===== config.mk =====
export PLATFORM = sky130hd
export DESIGN_NAME = trace_request_queue
export DESIGN_NICKNAME = d
export VERILOG_FILES = /design/src/rtl/trace_request_queue.sv
export SDC_FILE = /design/constraint.sdc
export NUM_CORES = 1
export LEC_CHECK = 0
export CAP_MARGIN = 20
export CORE_MARGIN = 10
export CORE_UTILIZATION = 45
export CTS_CLUSTER_DIAMETER = 30
export DETAILED_ROUTE_END_ITERATION = 8
export GPL_TIMING_DRIVEN = 0
export PLACE_DENSITY = 0.66
export SETUP_SLACK_MARGIN = 0.15
export SKIP_CTS_REPAIR_TIMING = 1
export SYNTH_ARGS = -nofsm -noshare
export SYNTH_HDL_FRONTEND = slang
export SYNTH_SLANG_ARGS = --single-unit

===== constraint.sdc =====
create_clock -name clk -period 5.3 [get_ports clk]
set_input_delay 1.06 -clock clk [delete_from_list [all_inputs] [get_ports clk]]
set_output_delay 1.06 -clock clk [all_outputs]
set_load 0.05 [all_outputs]

===== src/rtl/trace_request_queue.sv =====
// Time-ordered request queue for trace replay: entries wait in a circular
// buffer until the simulation time counter reaches their issue time.
module trace_request_queue #(
  parameter int unsigned DEPTH   = 16,
  parameter int unsigned TIME_W  = 33,
  parameter int unsigned OP_W    = 2,
  parameter int unsigned ADDR_W  = 33,
  parameter int unsigned SKIP_EN = 1
) (
  input  logic                       clk,
  input  logic                       rst,
  input  logic                       in_valid,
  output logic                       in_ready,
  input  logic [TIME_W-1:0]          in_time,
  input  logic [OP_W-1:0]            in_op,
  input  logic [ADDR_W-1:0]          in_addr,
  output logic                       out_valid,
  input  logic                       out_ready,
  output logic [TIME_W-1:0]          out_time,
  output logic [OP_W-1:0]            out_op,
  output logic [ADDR_W-1:0]          out_addr,
  output logic [TIME_W-1:0]          cur_time,
  output logic [$clog2(DEPTH):0]     count,
  output logic                       full,
  output logic                       empty,
  output logic [1:0]                 state,
  output logic                       order_err
);

  localparam int unsigned PTR_W = $clog2(DEPTH);
  localparam int unsigned CNT_W = PTR_W + 1;

  typedef enum logic [1:0] {
    IDLE  = 2'd0,
    WAIT  = 2'd1,
    ISSUE = 2'd2
  } state_t;

  logic [TIME_W-1:0] mem_time [DEPTH];
  logic [OP_W-1:0]   mem_op   [DEPTH];
  logic [ADDR_W-1:0] mem_addr [DEPTH];

  logic [PTR_W-1:0]  wr_ptr;
  logic [PTR_W-1:0]  rd_ptr;
  logic [CNT_W-1:0]  cnt;
  logic [TIME_W-1:0] time_q;
  logic [TIME_W-1:0] last_time;
  logic              err_q;
  logic              enq;
  logic              deq;
  logic              skip;
  state_t            st;

  assign empty     = (cnt == '0);
  assign full      = (cnt == CNT_W'(DEPTH));
  assign in_ready  = !full;
  assign count     = cnt;
  assign cur_time  = time_q;
  assign order_err = err_q;

  assign out_time  = mem_time[rd_ptr];
  assign out_op    = mem_op[rd_ptr];
  assign out_addr  = mem_addr[rd_ptr];
  assign out_valid = !empty && (out_time <= time_q);

  assign enq = in_valid && in_ready;
  assign deq = out_valid && out_ready;

  // Compared one bit wider so cur_time+1 cannot wrap at all-ones.
  assign skip = (SKIP_EN != 0) && empty && enq &&
                ({1'b0, in_time} > ({1'b0, time_q} + (TIME_W + 1)'(1)));

  always_ff @(posedge clk) begin
    if (enq) begin
      mem_time[wr_ptr] <= in_time;
      mem_op[wr_ptr]   <= in_op;
      mem_addr[wr_ptr] <= in_addr;
    end
  end

  always_ff @(posedge clk or posedge rst) begin
    if (rst) begin
      wr_ptr    <= '0;
      rd_ptr    <= '0;
      cnt       <= '0;
      time_q    <= '0;
      last_time <= '0;
      err_q     <= 1'b0;
    end else begin
      if (enq) begin
        wr_ptr    <= wr_ptr + PTR_W'(1);
        last_time <= in_time;
        if (in_time < last_time) err_q <= 1'b1;
      end
      if (deq) rd_ptr <= rd_ptr + PTR_W'(1);
      case ({enq, deq})
        2'b10:   cnt <= cnt + CNT_W'(1);
        2'b01:   cnt <= cnt - CNT_W'(1);
        default: cnt <= cnt;
      endcase
      if (skip)                time_q <= in_time;
      else if (time_q != '1)   time_q <= time_q + TIME_W'(1);
    end
  end

  always_comb begin
    st = IDLE;
    if (out_valid)   st = ISSUE;
    else if (!empty) st = WAIT;
  end

  assign state = st;

endmodule


==> results.sh, run 1 <==
export IMPL_status="finished with violations"
export IMPL_violations="negative setup slack"
export IMPL_finalCriticalPeriod_ps=5470
export IMPL_switchingPower_mw=15.9
export IMPL_fp_dieW_um=347
export IMPL_yosysTopAreaCellShare=0.679
export IMPL_antenna_found_initial=5
export IMPL_power_internal_mw=26.3
export IMPL_vias_per_cell=5.89
export IMPL_yosysTopAreaCell="edfxtp_1"
export IMPL_cp_startpoint="rd_ptr[0]"
export IMPL_routed_wl_um=136000
export IMPL_rows=119
export IMPL_sw_frac_of_total=0.377
export IMPL_synth_cell_types=56
export IMPL_coreArea_um2=106000
export IMPL_grt_pass1_wl_um=195000
export IMPL_critPathKind="flop to output pin"
export IMPL_syn_area_um2=48100
export IMPL_dp_cells=4360
export IMPL_cp_required_ps=4240
export IMPL_met3_usage=0.0546
export IMPL_max_stage_delay_ps=390
export IMPL_rsz0062_at_grt="yes"
export IMPL_routedWlPerCell_um=28.2
export IMPL_ir_drop_uv=1270
export IMPL_crit_buf_inv=6
export IMPL_worst_pin_slew_ps=1200
export IMPL_synthCells=2764
export IMPL_cts_root_buf="clkbuf_16"
export IMPL_slowest_stage="dfrtp_1"
export IMPL_hold_violations=0
export IMPL_tns_ps=-442
export IMPL_clock_latency_ps=790
export IMPL_grtUsageMet2=0.361
export IMPL_fillers=7769
export IMPL_regToRegStartpoint="rd_ptr[0]"
export IMPL_layout_commonest_cell="edfxtp_1"
export IMPL_holdCritPathClass="flop to flop"
export IMPL_overflow=0
export IMPL_port_buffer_count=184
export IMPL_p_comb_frac=0.405
export IMPL_cp_start_kind="flop"
export IMPL_use_met1=0.283
export IMPL_vias=28400
export IMPL_dp_slack_ps=-2970
export IMPL_ios=185
export IMPL_ys_ff_latch=1168
export IMPL_gp_congestion=0.865
export IMPL_path_common_cell="buf_8"
export IMPL_area_growth_synth_to_final_pct=27.3
export IMPL_path_delay_family="buffers and inverters"
export IMPL_rrSetupSlack_ps=80
export IMPL_avgSynthCellArea_um2=17.4
export IMPL_dr_pass1_iters=6
export IMPL_start_util=0.455
export IMPL_hpwl_um=83500
export IMPL_end_kind="output pin"
export IMPL_nNetsFinal=3424
export IMPL_yosysSeqAreaShare=0.721
export IMPL_gr_usage_all_layers=0.220
export IMPL_grt_max_degree=58
export IMPL_drtIter0Drc=3323
export IMPL_cp_arrival_ps=4410
export IMPL_seq_power_share=0.276
export IMPL_first_global_vias=29400
export IMPL_layout_common_cells="edfxtp_1, clkbuf_16, mux2i_1"
export IMPL_maxCapViolations=0
export IMPL_dominantRegCellSynth="edfxtp_1"
export IMPL_async_flop_share=0.0685
export IMPL_cts_path_max_buffers=3
export IMPL_fin_worst_skew_ps=49.0
export IMPL_hp_start="last_time[0]"
export IMPL_crit_path_max_fanout=10
export IMPL_fin_cells=4820
export IMPL_busiest_layer="met2"
export IMPL_route_detailed_drc=0
export IMPL_yosysWarnings=0
export IMPL_multiInputGateArea_um2=13100
export IMPL_die_y_um=347
export IMPL_setup_viol=3
export IMPL_path_clk_slew_ps=50
export IMPL_cts_sink_count=1168
export IMPL_die_area_um2=120000
export IMPL_period_share=1.03
export IMPL_synth_edf_count=1088
export IMPL_power_density_nw_per_um2=689
export IMPL_syn_num_nets=2946
export IMPL_total_power_mw=42.2
export IMPL_seq_area_um2=34700
export IMPL_cp_cell_sequence="buf_12 > buf_12 > buf_8 > buf_8 > mux2i_1 > a221oi_2 > a22oi_1 > nand2_2 > ha_1 > nand4_1 > nor4_2 > o31ai_1 > a41oi_2 > nor2_2 > buf_4 > buf_8"
export IMPL_htree_levels=4
export IMPL_p_leak_nw=21.5
export IMPL_fmax_mhz=183
export IMPL_setup_ws_ps=-171
export IMPL_tritoncts="built"
export IMPL_ant_nets=0
export IMPL_clockPowerShare=0.318
export IMPL_slew_headroom=0.199
export IMPL_drive_gt1_frac=0.252
export IMPL_numCtsBuffers=209
export IMPL_synthTopCellsByArea="edfxtp_1, mux4_2, mux2i_1, dfrtp_1, ha_1"
export IMPL_slew_violations=0
[cell families (layout without fill, tap and decap cells)]
family	Yosys count	after routing	synth area share
buf+inv	209	873	0.0176
fa+ha+maj	110	110	0.0288
flops	1168	1168	0.721
mux	443	443	0.130
xor+xnor	72	72	0.0131
other cells	0	1	0
compound gates	464	464	0.0602
simple gates	298	298	0.0291
[per-stage QoR]
step	hold WS (ps)	cell area [µm²]	utilization
after CTS	495	59500	0.562
after detailed placement	486	52200	0.494
after global routing	510	61200	0.579
after global placement	470	51700	0.489
final	492	61200	0.579
after floorplan	451	48100	-
[final cells by class]
cell class	count	share of cell area
multi-input combinational	1387	0.215
sequential	1168	0.566
timing repair buffer	267	0.0473
tap	1391	0.0284
inverter	78	0.00482
buffer	131	0.0203
clock buffer	237	0.0886
antenna	1	0.0000409
clock inverter	160	0.0295
[worst min-delay path, delay by kind of cell (launching register included)]
family             cells  cell delay [ps]
AOI/OAI and AO/OA      1               60
and+or+nand+nor        1               50
DFF                    1              340
[synth_stat cells (9+ instances only)]
cell type,number
xnor2_1,65
nand4_1,21
a22oi_1,68
nand2_1,149
nor3_1,16
a221oi_1,71
clkbuf_1,79
mux2i_1,205
inv_1,78
o21ai_0,186
and2_1,16
and3_1,9
dfrtp_1,80
a21o_1,17
mux4_2,136
nand3_1,20
edfxtp_1,1088
mux2_1,28
buf_2,22
mux2_2,74
nor2_1,36
buf_1,25
a21oi_1,98
ha_1,109
[final timing paths]
kind	cells after the start	to
max in group asynchronous	3	last_time[25]
worst max-delay path	16	state[1]
worst min register to register	2	last_time[0]
worst min-delay path	2	last_time[0]
worst max register to register	23	count[4]
min in group asynchronous	2	cur_time[2]
[sequential cells by signal (all words and copies together) (netlist names)]
| signal | cells |
|---|---|
| count | 5 |
| order_err | 1 |
| rd_ptr | 4 |
| mem_addr | 528 |
| mem_op | 32 |
| cur_time | 33 |
| last_time | 33 |
| mem_time | 528 |
| wr_ptr | 4 |
[layer usage]
layer | part of all wire | vias up
li1 | - | 12100
met1 | 0.40 | 14700
met2 | 0.49 | 1337
met3 | 0.086 | 239
met4 | 0.025 | 6
met5 | 0.00032 | -
[power by group through the flow]
stage | combinational, mW | clock, mW | sequential, mW
finish | 17.1 | 13.4 | 11.7
global placement | 14.6 | 0 | 11.9
CTS | 15.2 | 13.5 | 11.6
floorplan | 8.89 | 0 | 12.2
global route | 18.0 | 14.0 | 11.7
detailed placement | 15.1 | 0 | 11.8
(Power assumes the default switching activity.)
==> run 2: changes to the inputs <==
TNS_END_PERCENT = 1   (was unset)
==> run 2 against run 1 <==
Against the previous run:
- the flow still finishes with violations (negative setup slack)
- clock skew decreased by 0.68 ps
- sequential share of layout area about the same
- flip-flop and latch count unchanged
- die area unchanged
- clock-buffer cell count is the same
- final cell count about the same
- first-iteration DRC count up 0.18%
- critical path type unchanged
- cell area barely moved
- register-to-register slack got worse by 30 ps
- global-route usage unchanged
- fmax rose by 0.13%
==> results.sh, run 2 (synthesis gave the netlist of run 1 again) <==
export IMPL_drtIter0Drc=3329
export IMPL_cts_sink_count=1168
export IMPL_use_met1=0.283
export IMPL_top_regs="mem_addr: 528 flops, mem_time: 528 flops"
export IMPL_rows=119
export IMPL_rsz0062_at_grt="yes"
export IMPL_cp_startpoint="rd_ptr[1]"
export IMPL_hpwl_um=83500
export IMPL_area_growth_synth_to_final_pct=27.3
export IMPL_ant_nets=0
export IMPL_slew_headroom=0.223
export IMPL_fp_dieW_um=347
export IMPL_regToRegStartpoint="rd_ptr[1]"
export IMPL_first_global_vias=29400
export IMPL_vias_per_cell=5.88
export IMPL_cp_arrival_ps=4400
export IMPL_grt_max_degree=58
export IMPL_power_density_nw_per_um2=689
export IMPL_hp_start="last_time[0]"
export IMPL_violations="negative setup slack"
export IMPL_dpl_instance_area_um2=52200
export IMPL_critPathKind="flop to output pin"
export IMPL_ios=185
export IMPL_grt_pass1_wl_um=195000
export IMPL_tritoncts="built"
export IMPL_crit_path_max_fanout=10
export IMPL_setup_viol=3
export IMPL_numCtsBuffers=209
export IMPL_antenna_found_initial=5
export IMPL_vias=28300
export IMPL_grtUsageMet2=0.361
export IMPL_start_util=0.455
export IMPL_fin_worst_skew_ps=48.3
export IMPL_met3_usage=0.0546
export IMPL_period_share=1.03
export IMPL_slew_violations=0
export IMPL_hold_violations=0
export IMPL_status="finished with violations"
export IMPL_finalCriticalPeriod_ps=5460
export IMPL_fin_cells=4818
export IMPL_dp_cells=4360
export IMPL_clock_latency_ps=790
export IMPL_fillers=7767
export IMPL_tns_ps=-419
export IMPL_p_leak_nw=21.5
export IMPL_cts_path_max_buffers=3
export IMPL_layout_commonest_cell="edfxtp_1"
export IMPL_cp_required_ps=4240
export IMPL_coreArea_um2=106000
export IMPL_antenna_cells=0
export IMPL_path_clk_slew_ps=50
export IMPL_holdCritPathClass="flop to flop"
export IMPL_design_area_um2=61200
export IMPL_ir_drop_uv=1330
export IMPL_die_area_um2=120000
export IMPL_end_kind="output pin"
export IMPL_worst_pin_slew_ps=1160
export IMPL_dr_pass1_iters=5
export IMPL_cts_root_buf="clkbuf_16"
export IMPL_htree_levels=4
export IMPL_overflow=0
export IMPL_maxCapViolations=0
export IMPL_total_power_mw=42.2
export IMPL_fmax_mhz=183
export IMPL_drive_gt1_frac=0.253
export IMPL_cp_start_kind="flop"
export IMPL_busiest_layer="met2"
export IMPL_port_buffer_count=184
export IMPL_die_y_um=347
export IMPL_gp_congestion=0.865
export IMPL_routedWlPerCell_um=28.3
export IMPL_layout_common_cells="edfxtp_1, clkbuf_16, mux2i_1"
export IMPL_route_detailed_drc=0
export IMPL_nNetsFinal=3423
export IMPL_gr_usage_all_layers=0.220
export IMPL_routed_wl_um=136000
export IMPL_setup_ws_ps=-163
==> run 2: cell types whose count changed in the layout (fill, tap and decap cells not counted), sizes merged <==
cell,change
diode,-1
buf,-1
==> run 2: power breakdown <==
| part | leakage, nW | switching [mW] | total (mW) | internal [mW] |
|---|---|---|---|---|
| clock | 3.46 | 4.80 | 13.4 | 8.63 |
| combinational | 7.26 | 10.7 | 17.1 | 6.43 |
| sequential | 10.8 | 0.458 | 11.7 | 11.2 |
==> run 2: path summary, 6_finish.rpt <==
kind                            endpoint  slack, ps  cells after the start
max in group asynchronous  last_time[25]       4020                      3
min                         last_time[0]        490                      2
min reg2reg                 last_time[0]        490                      2
max reg2reg                     count[4]         50                     22
max                             state[1]       -160                     15
min in group asynchronous    cur_time[2]        630                      2
==> run 2: worst max-delay path, stage by stage (launching register included) <==
cell and delay [ps]:
dfrtp_2 470, and2_1 200, buf_8 160, buf_12 160
clkbuf_4 230, a221oi_1 500, o21ai_1 150, nand2_2 220
ha_4 170, nand4_1 160, nor4_2 340, o31ai_1 150
a41oi_2 290, nor2_2 70, buf_4 170, buf_6 140
==> run 2: cell type report <==
class,instances,area [µm²],area share
multi-input combinational,1387,13200,0.215
tap,1391,1740,0.0284
buffer,131,1240,0.0203
clock inverter,160,1810,0.0295
inverter,78,295,0.00482
sequential,1168,34700,0.566
clock buffer,237,5430,0.0886
timing repair buffer,266,2890,0.0471
==> run 2: metal layers <==
layer | share of wire | up-vias
met5 | 0.00033 | -
met4 | 0.024 | 6
met3 | 0.089 | 231
met2 | 0.49 | 1389
met1 | 0.40 | 14600
li1 | - | 12100
==> run 2: stage by stage <==
step	utilization	hold WS, ps	worst slack (ps)
2_1_floorplan	-	451	84.4
3_3_place_gp	0.489	470	-2960
3_5_place_dp	0.494	486	-2970
4_1_cts	0.562	495	-3730
5_1_grt	0.579	510	-281
6_report	0.579	494	-163
==> run 3: changes to the inputs <==
CAP_MARGIN = 25   (was 20)
==> run 3 against run 2 <==
Against the previous run:
- the flow still finishes with violations (negative setup slack)
- hold slack got worse by 14 ps
- first-iteration DRC count fell by 4.3%
- combinational power about the same
- largest cell class unchanged
==> results.sh, run 3 (synthesis gave the netlist of run 1 again) <==
export IMPL_critPathKind="flop to output pin"
export IMPL_hpwl_um=84100
export IMPL_crit_path_max_fanout=7
export IMPL_crit_buf_inv=7
export IMPL_period_share=1.04
export IMPL_layout_common_cells="edfxtp_1, clkbuf_16, mux2i_1"
export IMPL_slew_headroom=0.242
export IMPL_multiInputGateArea_um2=13200
export IMPL_power_density_nw_per_um2=687
export IMPL_cts_path_max_buffers=3
export IMPL_slew_violations=0
export IMPL_ios=185
export IMPL_path_clk_slew_ps=50
export IMPL_cp_start_kind="flop"
export IMPL_fillers=7801
export IMPL_rsz0062_at_grt="yes"
export IMPL_fin_worst_skew_ps=82.7
export IMPL_path_delay_family="buffers and inverters"
export IMPL_first_global_vias=29600
export IMPL_cp_cell_sequence="buf_12 > buf_12 > buf_8 > buf_12 > clkbuf_16 > mux2i_1 > a21oi_1 > o21ai_0 > nand2_2 > ha_4 > nand4_1 > nor4_4 > o31ai_1 > a41oi_2 > nor2_2 > buf_4 > buf_6"
export IMPL_p_leak_nw=21.4
export IMPL_dp_slack_ps=-3040
export IMPL_drive_gt1_frac=0.246
export IMPL_cts_sink_count=1168
export IMPL_nNetsFinal=3408
export IMPL_vias_per_cell=5.87
export IMPL_start_util=0.455
export IMPL_tns_ps=-536
export IMPL_end_kind="output pin"
export IMPL_clock_latency_ps=810
export IMPL_overflow=0
export IMPL_dr_pass1_iters=6
export IMPL_die_y_um=347
export IMPL_status="finished with violations"
export IMPL_ir_drop_uv=1430
export IMPL_vias=28200
export IMPL_tritoncts="built"
export IMPL_max_stage_delay_ps=410
export IMPL_htree_levels=4
export IMPL_cts_root_buf="clkbuf_16"
export IMPL_layout_commonest_cell="edfxtp_1"
export IMPL_coreArea_um2=106000
export IMPL_holdCritPathClass="flop to flop"
export IMPL_path_common_cell="buf_12"
export IMPL_slowest_stage="dfrtp_1"
export IMPL_fp_dieW_um=347
export IMPL_antenna_found_initial=1
export IMPL_setup_ws_ps=-195
export IMPL_maxCapViolations=0
export IMPL_seq_area_um2=34700
export IMPL_cp_arrival_ps=4430
export IMPL_rows=119
export IMPL_area_growth_synth_to_final_pct=26.9
export IMPL_fmax_mhz=182
export IMPL_gr_usage_all_layers=0.219
export IMPL_die_area_um2=120000
export IMPL_routed_wl_um=135000
export IMPL_violations="negative setup slack"
export IMPL_grt_max_degree=58
export IMPL_numCtsBuffers=207
export IMPL_grt_pass1_wl_um=194000
export IMPL_ant_nets=0
export IMPL_total_power_mw=41.9
export IMPL_setup_viol=4
export IMPL_finalCriticalPeriod_ps=5490
export IMPL_gp_congestion=0.865
export IMPL_route_detailed_drc=0
export IMPL_worst_pin_slew_ps=1110
export IMPL_cp_required_ps=4240
export IMPL_top_regs="mem_addr: 528 flops, mem_time: 528 flops"
export IMPL_port_buffer_count=184
export IMPL_hold_violations=0
export IMPL_drtIter0Drc=3186
export IMPL_routedWlPerCell_um=28.1
[run 3: final cells by class]
| type | instances | area share |
|---|---|---|
| multi-input combinational | 1387 | 0.216 |
| buffer | 131 | 0.0182 |
| tap | 1391 | 0.0285 |
| sequential | 1168 | 0.568 |
| timing repair buffer | 253 | 0.0455 |
| antenna | 1 | 0.0000410 |
| clock inverter | 157 | 0.0317 |
| inverter | 78 | 0.00484 |
| clock buffer | 235 | 0.0875 |
[run 3: stage by stage]
step | utilization | std cells | hold slack, ps | cell area (µm²)
after floorplan | - | 2764 | 451 | 48100
after global placement | 0.489 | 4339 | 470 | 51700
after detailed placement | 0.494 | 4363 | 474 | 52300
after CTS | 0.563 | 4755 | 484 | 59500
after global routing | 0.577 | 4800 | 523 | 61000
final | 0.577 | 4801 | 480 | 61000
[run 3: final timing paths]
| path | start | endpoint | slack, ps | cells past startpoint |
|---|---|---|---|---|
| setup / recovery | rd_ptr[0] | state[1] | -190 | 17 |
| hold / removal | last_time[0] | last_time[0] | 480 | 2 |
| setup reg to reg | rd_ptr[0] | count[4] | 0 | 22 |
| hold reg to reg | last_time[0] | last_time[0] | 480 | 2 |
| max in group asynchronous | rst | last_time[26] | 3990 | 3 |
| min in group asynchronous | rst | rd_ptr[3] | 610 | 2 |
[run 3: per-layer routing]
metal | track usage | vias to the layer above | share of wire
li1 | - | 12000 | -
met5 | 0 | - | 0
met1 | 0.285 | 14600 | 0.40
met3 | 0.0450 | 237 | 0.082
met2 | 0.362 | 1297 | 0.49
met4 | 0.0770 | 0 | 0.027
[run 3: report_power, final]
part | internal [mW] | switching [mW] | leakage [nW]
Combinational | 6.21 | 10.6 | 7.15
Sequential | 11.2 | 0.455 | 10.8
Clock | 8.74 | 4.74 | 3.46
Total | 26.1 | 15.8 | 21.4
[run 3: worst min-delay path: cells and delay by family, from the launching register on]
family	cells	cell delay, ps
DFF	1	340
and+or+nand+nor	1	50
AOI/OAI and AO/OA	1	60
